--- src/rtl/instr_mem_arbiter_pkg.sv ---
// Shared types for the instruction RAM arbiter: requester tags, response pipeline
// payload and the RAM word-address width helper.
package instr_mem_arbiter_pkg;

  typedef enum logic [1:0] {
    TAG_NONE = 2'd0,
    TAG_F    = 2'd1,
    TAG_D    = 2'd2
  } tag_e;

  // Owner and error status of the read that returns next cycle
  typedef struct packed {
    tag_e tag;
    logic err;
  } rsp_pipe_t;

  function automatic int unsigned mem_aw(input int unsigned mem_size);
    return $clog2(mem_size);
  endfunction

endpackage

--- src/rtl/instr_mem_arbiter_if.sv ---
// Requester and RAM-side signals of the instruction RAM arbiter.
// The slave modport is the arbiter; the master modport is the surrounding logic.
interface instr_mem_arbiter_if #(
  parameter int unsigned DATA_WIDTH = 32,
  parameter int unsigned ADDR_WIDTH = 32,
  parameter int unsigned MEM_AW     = 9
);
  logic                  p_valid;
  logic                  p_ready;
  logic [ADDR_WIDTH-1:0] p_addr;
  logic [DATA_WIDTH-1:0] p_wdata;
  logic                  f_valid;
  logic                  f_ready;
  logic [ADDR_WIDTH-1:0] f_addr;
  logic                  f_flush;
  logic                  f_rsp_valid;
  logic [DATA_WIDTH-1:0] f_rsp_data;
  logic                  d_valid;
  logic                  d_ready;
  logic [ADDR_WIDTH-1:0] d_addr;
  logic                  d_rsp_valid;
  logic [DATA_WIDTH-1:0] d_rsp_data;
  logic                  d_rsp_err;
  logic                  mem_en;
  logic                  mem_we;
  logic [MEM_AW-1:0]     mem_addr;
  logic [DATA_WIDTH-1:0] mem_wdata;
  logic [DATA_WIDTH-1:0] mem_rdata;

  modport slave (
    input  p_valid, p_addr, p_wdata, f_valid, f_addr, f_flush, d_valid, d_addr, mem_rdata,
    output p_ready, f_ready, f_rsp_valid, f_rsp_data, d_ready, d_rsp_valid, d_rsp_data,
           d_rsp_err, mem_en, mem_we, mem_addr, mem_wdata
  );

  modport master (
    output p_valid, p_addr, p_wdata, f_valid, f_addr, f_flush, d_valid, d_addr, mem_rdata,
    input  p_ready, f_ready, f_rsp_valid, f_rsp_data, d_ready, d_rsp_valid, d_rsp_data,
           d_rsp_err, mem_en, mem_we, mem_addr, mem_wdata
  );
endinterface

--- src/rtl/instr_arb_prio.sv ---
// Three-way fixed priority P > F > D with an anti-starvation override for D.
// Owns the count of consecutive cycles D has lost to F.
module instr_arb_prio #(
  parameter int unsigned STARVE_LIMIT = 4
) (
  input  logic clk,
  input  logic rst_n,
  input  logic p_valid,
  input  logic f_valid,
  input  logic d_valid,
  output logic p_gnt_c,
  output logic f_gnt_c,
  output logic d_gnt_c
);
  localparam int unsigned CNT_W = $clog2(STARVE_LIMIT + 1);

  logic [CNT_W-1:0] starve_cnt_q, starve_cnt_d;
  logic             starved_c;

  // Grant select; nothing is granted while reset is asserted
  always_comb begin
    p_gnt_c   = 1'b0;
    f_gnt_c   = 1'b0;
    d_gnt_c   = 1'b0;
    starved_c = (starve_cnt_q == CNT_W'(STARVE_LIMIT));
    if (rst_n) begin
      if (p_valid)                    p_gnt_c = 1'b1;
      else if (d_valid && starved_c)  d_gnt_c = 1'b1;
      else if (f_valid)               f_gnt_c = 1'b1;
      else if (d_valid)               d_gnt_c = 1'b1;
    end
  end

  // Count only F wins over a waiting D; a P win leaves the count alone
  always_comb begin
    starve_cnt_d = starve_cnt_q;
    if (!d_valid || d_gnt_c) begin
      starve_cnt_d = '0;
    end else if (f_gnt_c && !starved_c) begin
      starve_cnt_d = starve_cnt_q + CNT_W'(1);
    end
  end

  always_ff @(posedge clk or negedge rst_n) begin
    if (!rst_n) starve_cnt_q <= '0;
    else        starve_cnt_q <= starve_cnt_d;
  end

endmodule

--- src/rtl/instr_mem_arbiter.sv ---
// Single-port instruction RAM arbiter for program writes, fetches and data loads.
// One access per cycle; reads answer exactly one cycle later, in order.
module instr_mem_arbiter
  import instr_mem_arbiter_pkg::*;
#(
  parameter int unsigned DATA_WIDTH   = 32,
  parameter int unsigned ADDR_WIDTH   = 32,
  parameter int unsigned MEM_SIZE     = 512,
  parameter int unsigned STARVE_LIMIT = 4
) (
  input  logic               clk,
  input  logic               rst_n,
  instr_mem_arbiter_if.slave bus
);
  localparam int unsigned MEM_AW = mem_aw(MEM_SIZE);

  logic      p_gnt_c, f_gnt_c, d_gnt_c;
  logic      p_bad_c, d_bad_c;
  rsp_pipe_t rsp_q, rsp_d;

  instr_arb_prio #(.STARVE_LIMIT(STARVE_LIMIT)) u_prio (
    .clk     (clk),
    .rst_n   (rst_n),
    .p_valid (bus.p_valid),
    .f_valid (bus.f_valid),
    .d_valid (bus.d_valid),
    .p_gnt_c (p_gnt_c),
    .f_gnt_c (f_gnt_c),
    .d_gnt_c (d_gnt_c)
  );

  function automatic logic addr_bad(input logic [ADDR_WIDTH-1:0] addr);
    return (addr[1:0] != 2'b00) || ((addr >> (MEM_AW + 2)) != '0);
  endfunction

  // RAM port steering and launch of the response tag
  always_comb begin
    p_bad_c       = addr_bad(bus.p_addr);
    d_bad_c       = addr_bad(bus.d_addr);
    bus.p_ready   = p_gnt_c;
    bus.f_ready   = f_gnt_c;
    bus.d_ready   = d_gnt_c;
    bus.mem_en    = 1'b0;
    bus.mem_we    = 1'b0;
    bus.mem_addr  = '0;
    bus.mem_wdata = bus.p_wdata;
    rsp_d         = '{tag: TAG_NONE, err: 1'b0};
    if (p_gnt_c) begin
      bus.mem_en   = !p_bad_c;
      bus.mem_we   = !p_bad_c;
      bus.mem_addr = MEM_AW'(bus.p_addr >> 2);
    end else if (f_gnt_c) begin
      // Fetch addresses wrap silently onto the low word bits
      bus.mem_en   = 1'b1;
      bus.mem_addr = MEM_AW'(bus.f_addr >> 2);
      rsp_d        = '{tag: TAG_F, err: 1'b0};
    end else if (d_gnt_c) begin
      bus.mem_en   = !d_bad_c;
      bus.mem_addr = MEM_AW'(bus.d_addr >> 2);
      rsp_d        = '{tag: TAG_D, err: d_bad_c};
    end
  end

  always_ff @(posedge clk or negedge rst_n) begin
    if (!rst_n) rsp_q <= '{tag: TAG_NONE, err: 1'b0};
    else        rsp_q <= rsp_d;
  end

  // Response decode; a flush kills only the fetch response landing this cycle
  always_comb begin
    bus.f_rsp_valid = (rsp_q.tag == TAG_F) && !bus.f_flush;
    bus.f_rsp_data  = bus.f_rsp_valid ? bus.mem_rdata : {DATA_WIDTH{1'b0}};
    bus.d_rsp_valid = (rsp_q.tag == TAG_D);
    bus.d_rsp_err   = bus.d_rsp_valid && rsp_q.err;
    bus.d_rsp_data  = (bus.d_rsp_valid && !rsp_q.err) ? bus.mem_rdata : {DATA_WIDTH{1'b0}};
  end

endmodule
--- src/flat_wrapper.sv ---
// flat-port wrapper written by rule: the top's interface ports become plain ports
module instr_mem_arbiter_flat import instr_mem_arbiter_pkg::*;
#(
  parameter int unsigned DATA_WIDTH   = 32,
  parameter int unsigned ADDR_WIDTH   = 32,
  parameter int unsigned MEM_SIZE     = 512,
  parameter int unsigned STARVE_LIMIT = 4
)
  (clk, rst_n, bus_p_valid, bus_p_addr, bus_p_wdata, bus_f_valid, bus_f_addr, bus_f_flush, bus_d_valid, bus_d_addr, bus_mem_rdata, bus_p_ready, bus_f_ready, bus_f_rsp_valid, bus_f_rsp_data, bus_d_ready, bus_d_rsp_valid, bus_d_rsp_data, bus_d_rsp_err, bus_mem_en, bus_mem_we, bus_mem_addr, bus_mem_wdata);
  instr_mem_arbiter_if #(.DATA_WIDTH(DATA_WIDTH), .ADDR_WIDTH(ADDR_WIDTH)) bus_i ();
  input  logic clk;
  input  logic rst_n;
  input wire logic [$bits(bus_i.p_valid)-1:0] bus_p_valid;
  input wire logic [$bits(bus_i.p_addr)-1:0] bus_p_addr;
  input wire logic [$bits(bus_i.p_wdata)-1:0] bus_p_wdata;
  input wire logic [$bits(bus_i.f_valid)-1:0] bus_f_valid;
  input wire logic [$bits(bus_i.f_addr)-1:0] bus_f_addr;
  input wire logic [$bits(bus_i.f_flush)-1:0] bus_f_flush;
  input wire logic [$bits(bus_i.d_valid)-1:0] bus_d_valid;
  input wire logic [$bits(bus_i.d_addr)-1:0] bus_d_addr;
  input wire logic [$bits(bus_i.mem_rdata)-1:0] bus_mem_rdata;
  output wire logic [$bits(bus_i.p_ready)-1:0] bus_p_ready;
  output wire logic [$bits(bus_i.f_ready)-1:0] bus_f_ready;
  output wire logic [$bits(bus_i.f_rsp_valid)-1:0] bus_f_rsp_valid;
  output wire logic [$bits(bus_i.f_rsp_data)-1:0] bus_f_rsp_data;
  output wire logic [$bits(bus_i.d_ready)-1:0] bus_d_ready;
  output wire logic [$bits(bus_i.d_rsp_valid)-1:0] bus_d_rsp_valid;
  output wire logic [$bits(bus_i.d_rsp_data)-1:0] bus_d_rsp_data;
  output wire logic [$bits(bus_i.d_rsp_err)-1:0] bus_d_rsp_err;
  output wire logic [$bits(bus_i.mem_en)-1:0] bus_mem_en;
  output wire logic [$bits(bus_i.mem_we)-1:0] bus_mem_we;
  output wire logic [$bits(bus_i.mem_addr)-1:0] bus_mem_addr;
  output wire logic [$bits(bus_i.mem_wdata)-1:0] bus_mem_wdata;
  assign bus_i.p_valid = bus_p_valid;
  assign bus_i.p_addr = bus_p_addr;
  assign bus_i.p_wdata = bus_p_wdata;
  assign bus_i.f_valid = bus_f_valid;
  assign bus_i.f_addr = bus_f_addr;
  assign bus_i.f_flush = bus_f_flush;
  assign bus_i.d_valid = bus_d_valid;
  assign bus_i.d_addr = bus_d_addr;
  assign bus_i.mem_rdata = bus_mem_rdata;
  assign bus_p_ready = bus_i.p_ready;
  assign bus_f_ready = bus_i.f_ready;
  assign bus_f_rsp_valid = bus_i.f_rsp_valid;
  assign bus_f_rsp_data = bus_i.f_rsp_data;
  assign bus_d_ready = bus_i.d_ready;
  assign bus_d_rsp_valid = bus_i.d_rsp_valid;
  assign bus_d_rsp_data = bus_i.d_rsp_data;
  assign bus_d_rsp_err = bus_i.d_rsp_err;
  assign bus_mem_en = bus_i.mem_en;
  assign bus_mem_we = bus_i.mem_we;
  assign bus_mem_addr = bus_i.mem_addr;
  assign bus_mem_wdata = bus_i.mem_wdata;
  instr_mem_arbiter #(.DATA_WIDTH(DATA_WIDTH), .ADDR_WIDTH(ADDR_WIDTH), .MEM_SIZE(MEM_SIZE), .STARVE_LIMIT(STARVE_LIMIT)) u_core (.clk(clk), .rst_n(rst_n), .bus(bus_i));
endmodule
--- config.mk ---
export PLATFORM = sky130hd
export DESIGN_NAME = instr_mem_arbiter_flat
export DESIGN_NICKNAME = d
export VERILOG_FILES = /design/src/rtl/instr_mem_arbiter_pkg.sv /design/src/rtl/instr_mem_arbiter_if.sv /design/src/rtl/instr_arb_prio.sv /design/src/rtl/instr_mem_arbiter.sv /design/src/flat_wrapper.sv
export SDC_FILE = /design/constraint.sdc
export NUM_CORES = 1
export LEC_CHECK = 0
export CAP_MARGIN = 40
export CORE_AREA = 2 2 110 112
export DETAILED_ROUTE_END_ITERATION = 7
export DIE_AREA = 0 0 112 114
export SYNTH_ARGS = -nofsm -noshare
export SYNTH_HDL_FRONTEND = slang
export SYNTH_SLANG_ARGS = --single-unit
--- constraint.sdc ---
create_clock -name clk -period 2.7 [get_ports clk]
set_input_delay 0.81 -clock clk [delete_from_list [all_inputs] [get_ports clk]]
set_output_delay 0.81 -clock clk [all_outputs]
set_load 0.1 [all_outputs]
# --- Word-level counts from Yosys, hierarchy flattened ---
# Index checks and enable logic that the tools add are counted.
totals:
  reg_bits: 6
  word_cells: 51
op_classes:
  add_sub_neg: 1
  eq_ne: 3
  n_mux: 25
  reduce_logical: 19
op_table:
  columns: ["op", "count"]
  rows:
  - ["$mux W32", 2]
  - ["$reduce_bool A32 Y1", 2]
  - ["$mux W9", 3]
  - ["$mux W1", 15]
  - ["$mux W3", 5]
  - ["$logic_not A1 Y1", 6]
  - ["$reduce_bool A2 Y1", 3]
  - ["$logic_and A1 B1 Y1", 5]
  - ["$add A3 B1 Y3 const B", 1]
  - ["$eq A3 B3 Y1 const B", 1]
  - ["$logic_or A1 B1 Y1", 3]
  - ["$eq A2 B1 Y1 const B", 1]
  - ["$eq A2 B2 Y1 const B", 1]

# --- Longest topological paths before layout ---
depth:
  ltp_word: 8
  depth_mapped: 7
  ltp_nobuf: 6

# --- Modules after synthesis ---
# From an unflattened synthesis, not the netlist that was laid out.
unflattened:
  hier_cells: 191
  hier_area_um2: 1325.0
by_module_without_submodules:
  columns: ["module", "instances", "cells_per_inst", "area_each_um2", "seq_area_each_um2"]
  rows:
  - ["instr_mem_arbiter", 1, 166, 1101.1, 75.1]
  - ["instr_arb_prio", 1, 25, 224.0, 75.1]

# --- Least setup slack after synthesis ---
# No wires, ideal clock.
synth_path:
  path_kind: "input-to-output"
  from: "input port bus_p_addr[16]"
  to: "output port bus_mem_en"
  t_arrival_ns: 3.265
  path_slack_ns: -1.375
  stages: 4
  path_buffers: 0
  cell_sequence: "nor4_1 > nand4_1 > nor2_1 > a211o_1"
synth_via:
  elab_chain_len: 4
synth_lines:
  columns: ["element", "line", "text"]
  rows:
  - ["start, declared", "flat_wrapper.sv:14", "input wire logic [$bits(bus_i.p_addr)-1:0] bus_p_addr;"]
  - ["$reduce_bool A32 Y1", "instr_mem_arbiter.sv:33", "return (addr[1:0] != 2'b00) || ((addr >> (MEM_AW + 2)) != '0);"]
  - ["$logic_or A1 B1 Y1", "instr_mem_arbiter.sv:33", null]
  - ["$logic_not A1 Y1", "instr_mem_arbiter.sv:49", "bus.mem_en = !p_bad_c;"]
  - ["$mux W1", "instr_mem_arbiter.sv:48", "if (p_gnt_c) begin"]
  - ["end, declared", "flat_wrapper.sv:30", "output wire logic [$bits(bus_i.mem_en)-1:0] bus_mem_en;"]
# Every way passes these cells.

# --- Final worst setup path ---
layout_path:
  from: "input port rst_n"
  to: "output port bus_mem_addr[8]"
layout_via:
  elab_chain_len: 4
layout_lines:
  columns: ["element", "line", "text"]
  rows:
  - ["start, declared", "flat_wrapper.sv:12", "input logic rst_n;"]
  - ["$mux W1", "instr_arb_prio.sv:26", "if (rst_n) begin"]
  - ["$mux W9", "instr_mem_arbiter.sv:57", "end else if (d_gnt_c) begin"]
  - ["$mux W9", "instr_mem_arbiter.sv:52", "end else if (f_gnt_c) begin"]
  - ["$mux W9 (*)", "instr_mem_arbiter.sv:48", null]
  - ["end, declared", "flat_wrapper.sv:32", "output wire logic [$bits(bus_i.mem_addr)-1:0] bus_mem_addr;"]
# Every way passes the cells marked *; elsewhere a longest branch is shown, timed or not.

==> flow_metrics.env <==
export IMPL_p_int_uw=557
export IMPL_synth_area_leaders="and2_1, buf_4, dfrtp_1, a222oi_1, nor4_1"
export IMPL_peakVddDrop_mv=0.185
export IMPL_gp_congestion=0.787
export IMPL_path_max_fanout=6
export IMPL_syn_nets=344
export IMPL_async_reset_ff_frac=1.00
export IMPL_coreArea_um2=11700
export IMPL_io_pins=279
export IMPL_clock_sink_count=6
export IMPL_antenna_found_initial=0
export IMPL_nets=523
export IMPL_failed_checks="negative setup slack"
export IMPL_fin_skew_ps=1.80
export IMPL_leakagePower_uw=0.00183
export IMPL_drt_wl_total_um=7000
export IMPL_ys_top_cells_by_count="and2_1, buf_4, inv_1"
export IMPL_r2r_end="u_core.u_prio.starve_cnt_q[0]"
export IMPL_synth_top_cell_area_share=0.332
export IMPL_rsz0062_at_grt="yes"
export IMPL_track_usage=0.102
export IMPL_post_route_min_period_ps=2760
export IMPL_status="finished with violations"
export IMPL_initial_utilization=0.108
export IMPL_drt_initial_drc_count=72
export IMPL_postSynthAreaPerCell_um2=7.17
export IMPL_fmax_ghz=0.362
export IMPL_arrival_ps=1950
export IMPL_cp_num_buf_inv=3
export IMPL_slew_viol_final=0
export IMPL_drcViolationCount=0
export IMPL_die_height_um=114
export IMPL_yosysMostFrequentCell="and2_1"
export IMPL_regToRegSetupSlack_ps=1230
export IMPL_fp_dieW_um=112
export IMPL_diodes=0
export IMPL_grt_pass1_vias=1969
export IMPL_hold_viol_final=0
export IMPL_swShare=0.396
export IMPL_worstMarginPinSlew_ps=337
export IMPL_grt_overflow_total=0
export IMPL_synth_seq_cells=6
export IMPL_ctsHtreeMaxLevel=1
export IMPL_grt_pass1_wl_um=10300
export IMPL_startpoint_type="input port"
export IMPL_startpoint="rst_n"
export IMPL_synth_edf_count=0
export IMPL_cts_root_buf="clkbuf_16"
export IMPL_critical_path_slowest_cell="a222oi_1"
export IMPL_setup_violations=7
export IMPL_n_fill_cell=1168
export IMPL_holdBufCountCts=0
export IMPL_vias_per_cell=3.93
export IMPL_yosys_most_used_dff="dfrtp_1"
export IMPL_drv_cap=0
export IMPL_power_share_combinational=0.629
export IMPL_switchingPower_uw=365
export IMPL_postSynthCellCount=176
export IMPL_yosys_cell_types_count=27
export IMPL_fin_setup_tns_ps=-230
export IMPL_dpl_cell_count=487
export IMPL_port_buffers=191
export IMPL_die_area_um2=12800
export IMPL_tritoncts="done"
export IMPL_seq_area_frac_synth=0.119
export IMPL_path_class="input port to primary output"
export IMPL_period_share=1.02
export IMPL_p_total_uw=922
export IMPL_cts_path_max_buffers=2
export IMPL_cts_buffers=3
export IMPL_wl_per_cell_um=14.0
export IMPL_power_density_nw_per_um2=213
export IMPL_dr_pass1_iters=5
export IMPL_sequentialPowerShare=0.103
export IMPL_hpwl_um=5580
export IMPL_vias=1965
export IMPL_cp_end_kind="primary output"
export IMPL_layout_cells_non_filler=500
export IMPL_hp_class="input port to async pin"
export IMPL_r2r_start="u_core.u_prio.starve_cnt_q[0]"
export IMPL_slowest_delay_ps=380
export IMPL_timing_slew_headroom=0.775
export IMPL_crit_required_ps=1890
export IMPL_ys_warn_count=0
export IMPL_rows=40
export IMPL_insertion_delay_ps=230
export IMPL_clk_pin_slew_ps=40
export IMPL_drive_gt1_frac=0.626
export IMPL_r2r_cells=7
export IMPL_pwr_share_clk=0.268
export IMPL_yosysTopAreaCell="and2_1"
export IMPL_ant_nets=0
export IMPL_syn_area_um2=1260
export IMPL_grt_max_degree=33
export IMPL_path_cells="buf_8 > and3b_4 > and2_4 > a222oi_1 > inv_2 > buf_12"
export IMPL_crit_family="simple AND/OR/NAND/NOR gates"
export IMPL_syn_to_final_growth_pct=243
export IMPL_timing_final_ws_setup_ps=-61.2
export IMPL_pre_cts_slack_ps=-478
[timing repair]
| action | in CTS | in global routing |
|---|---|---|
| resized for setup | 126 | 41 |
| pin swaps | 29 | 25 |
| buffers inserted | 9 | 0 |
| endpoints found under the setup margin | 46 | 39 |
| cloned | 4 | 0 |
[routing by layer]
layer / global-route usage / vias up / part of all wire
met3: 0.0228 / 7 / 0.11
met1: 0.109 / 883 / 0.35
met4: 0.0260 / 0 / 0.013
met5: 0 / - / 0
li1: - / 914 / -
met2: 0.202 / 161 / 0.53
[registers in the layout, indices dropped and copies added, names as in the netlist]
register	cells
u_core.u_prio.starve_cnt_q	3
u_core.rsp_q	3
[worst max path at each step]
| stage | end | cells past startpoint | slack (ps) |
|---|---|---|---|
| detailed placement | bus_mem_addr[1] | 6 | -480 |
| global route | bus_mem_addr[7] | 6 | -130 |
| finish | bus_mem_addr[8] | 6 | -60 |
| floorplan | bus_mem_en | 4 | -230 |
| global placement | bus_mem_addr[2] | 6 | -470 |
| CTS | bus_mem_addr[1] | 6 | -80 |
[metrics by stage]
step | hold slack, ps | utilization | instance area, µm²
final | 474 | 0.370 | 4330
after floorplan | 514 | - | 1420
after CTS | 480 | 0.374 | 4380
after global placement | 574 | 0.350 | 4100
after global routing | 488 | 0.370 | 4330
after detailed placement | 614 | 0.350 | 4100
[final cells by class]
type,count,area [µm²],share of cell area
repair buffers,214,2860,0.659
multi-input cells,119,1030,0.237
well taps,147,184,0.0424
flip-flops and latches,6,150,0.0347
clock buffers,3,75.1,0.0173
inverters,11,41.3,0.00953
[cells in the final DEF (no fill, tap or decap), drive strengths merged, types with 2 or more instances in the layout]
master,count
buf,111
and2,69
clkdlybuf4s50,59
clkdlybuf4s15,18
clkbuf,16
dlygate4sd2,13
inv,11
nor4,10
a222oi,9
dfrtp,6
nand3,4
nand2,3
nor3b,3
nor2,3
nor3,2
nand4,2
nand3b,2
a21oi,2
nor2b,2
ha,2
[power by group through the flow]
stage	combinational (µW)	clock [µW]	sequential, µW
2_1_floorplan	489	0	95.2
4_1_cts	585	249	94.6
3_5_place_dp	581	0	95.6
6_report	580	247	94.7
5_1_grt	603	255	94.8
3_3_place_gp	575	0	95.4
[cell families after synthesis]
logic type | Yosys count | synth area share
adder cells (fa/ha/maj) | 2 | 0.0198
AO/OA/AOI/OAI | 14 | 0.101
AND/OR/NAND/NOR | 101 | 0.496
flip-flops | 6 | 0.119
XOR/XNOR | 1 | 0.00694
buffers and inverters | 52 | 0.258
(Power assumes the default switching activity.)
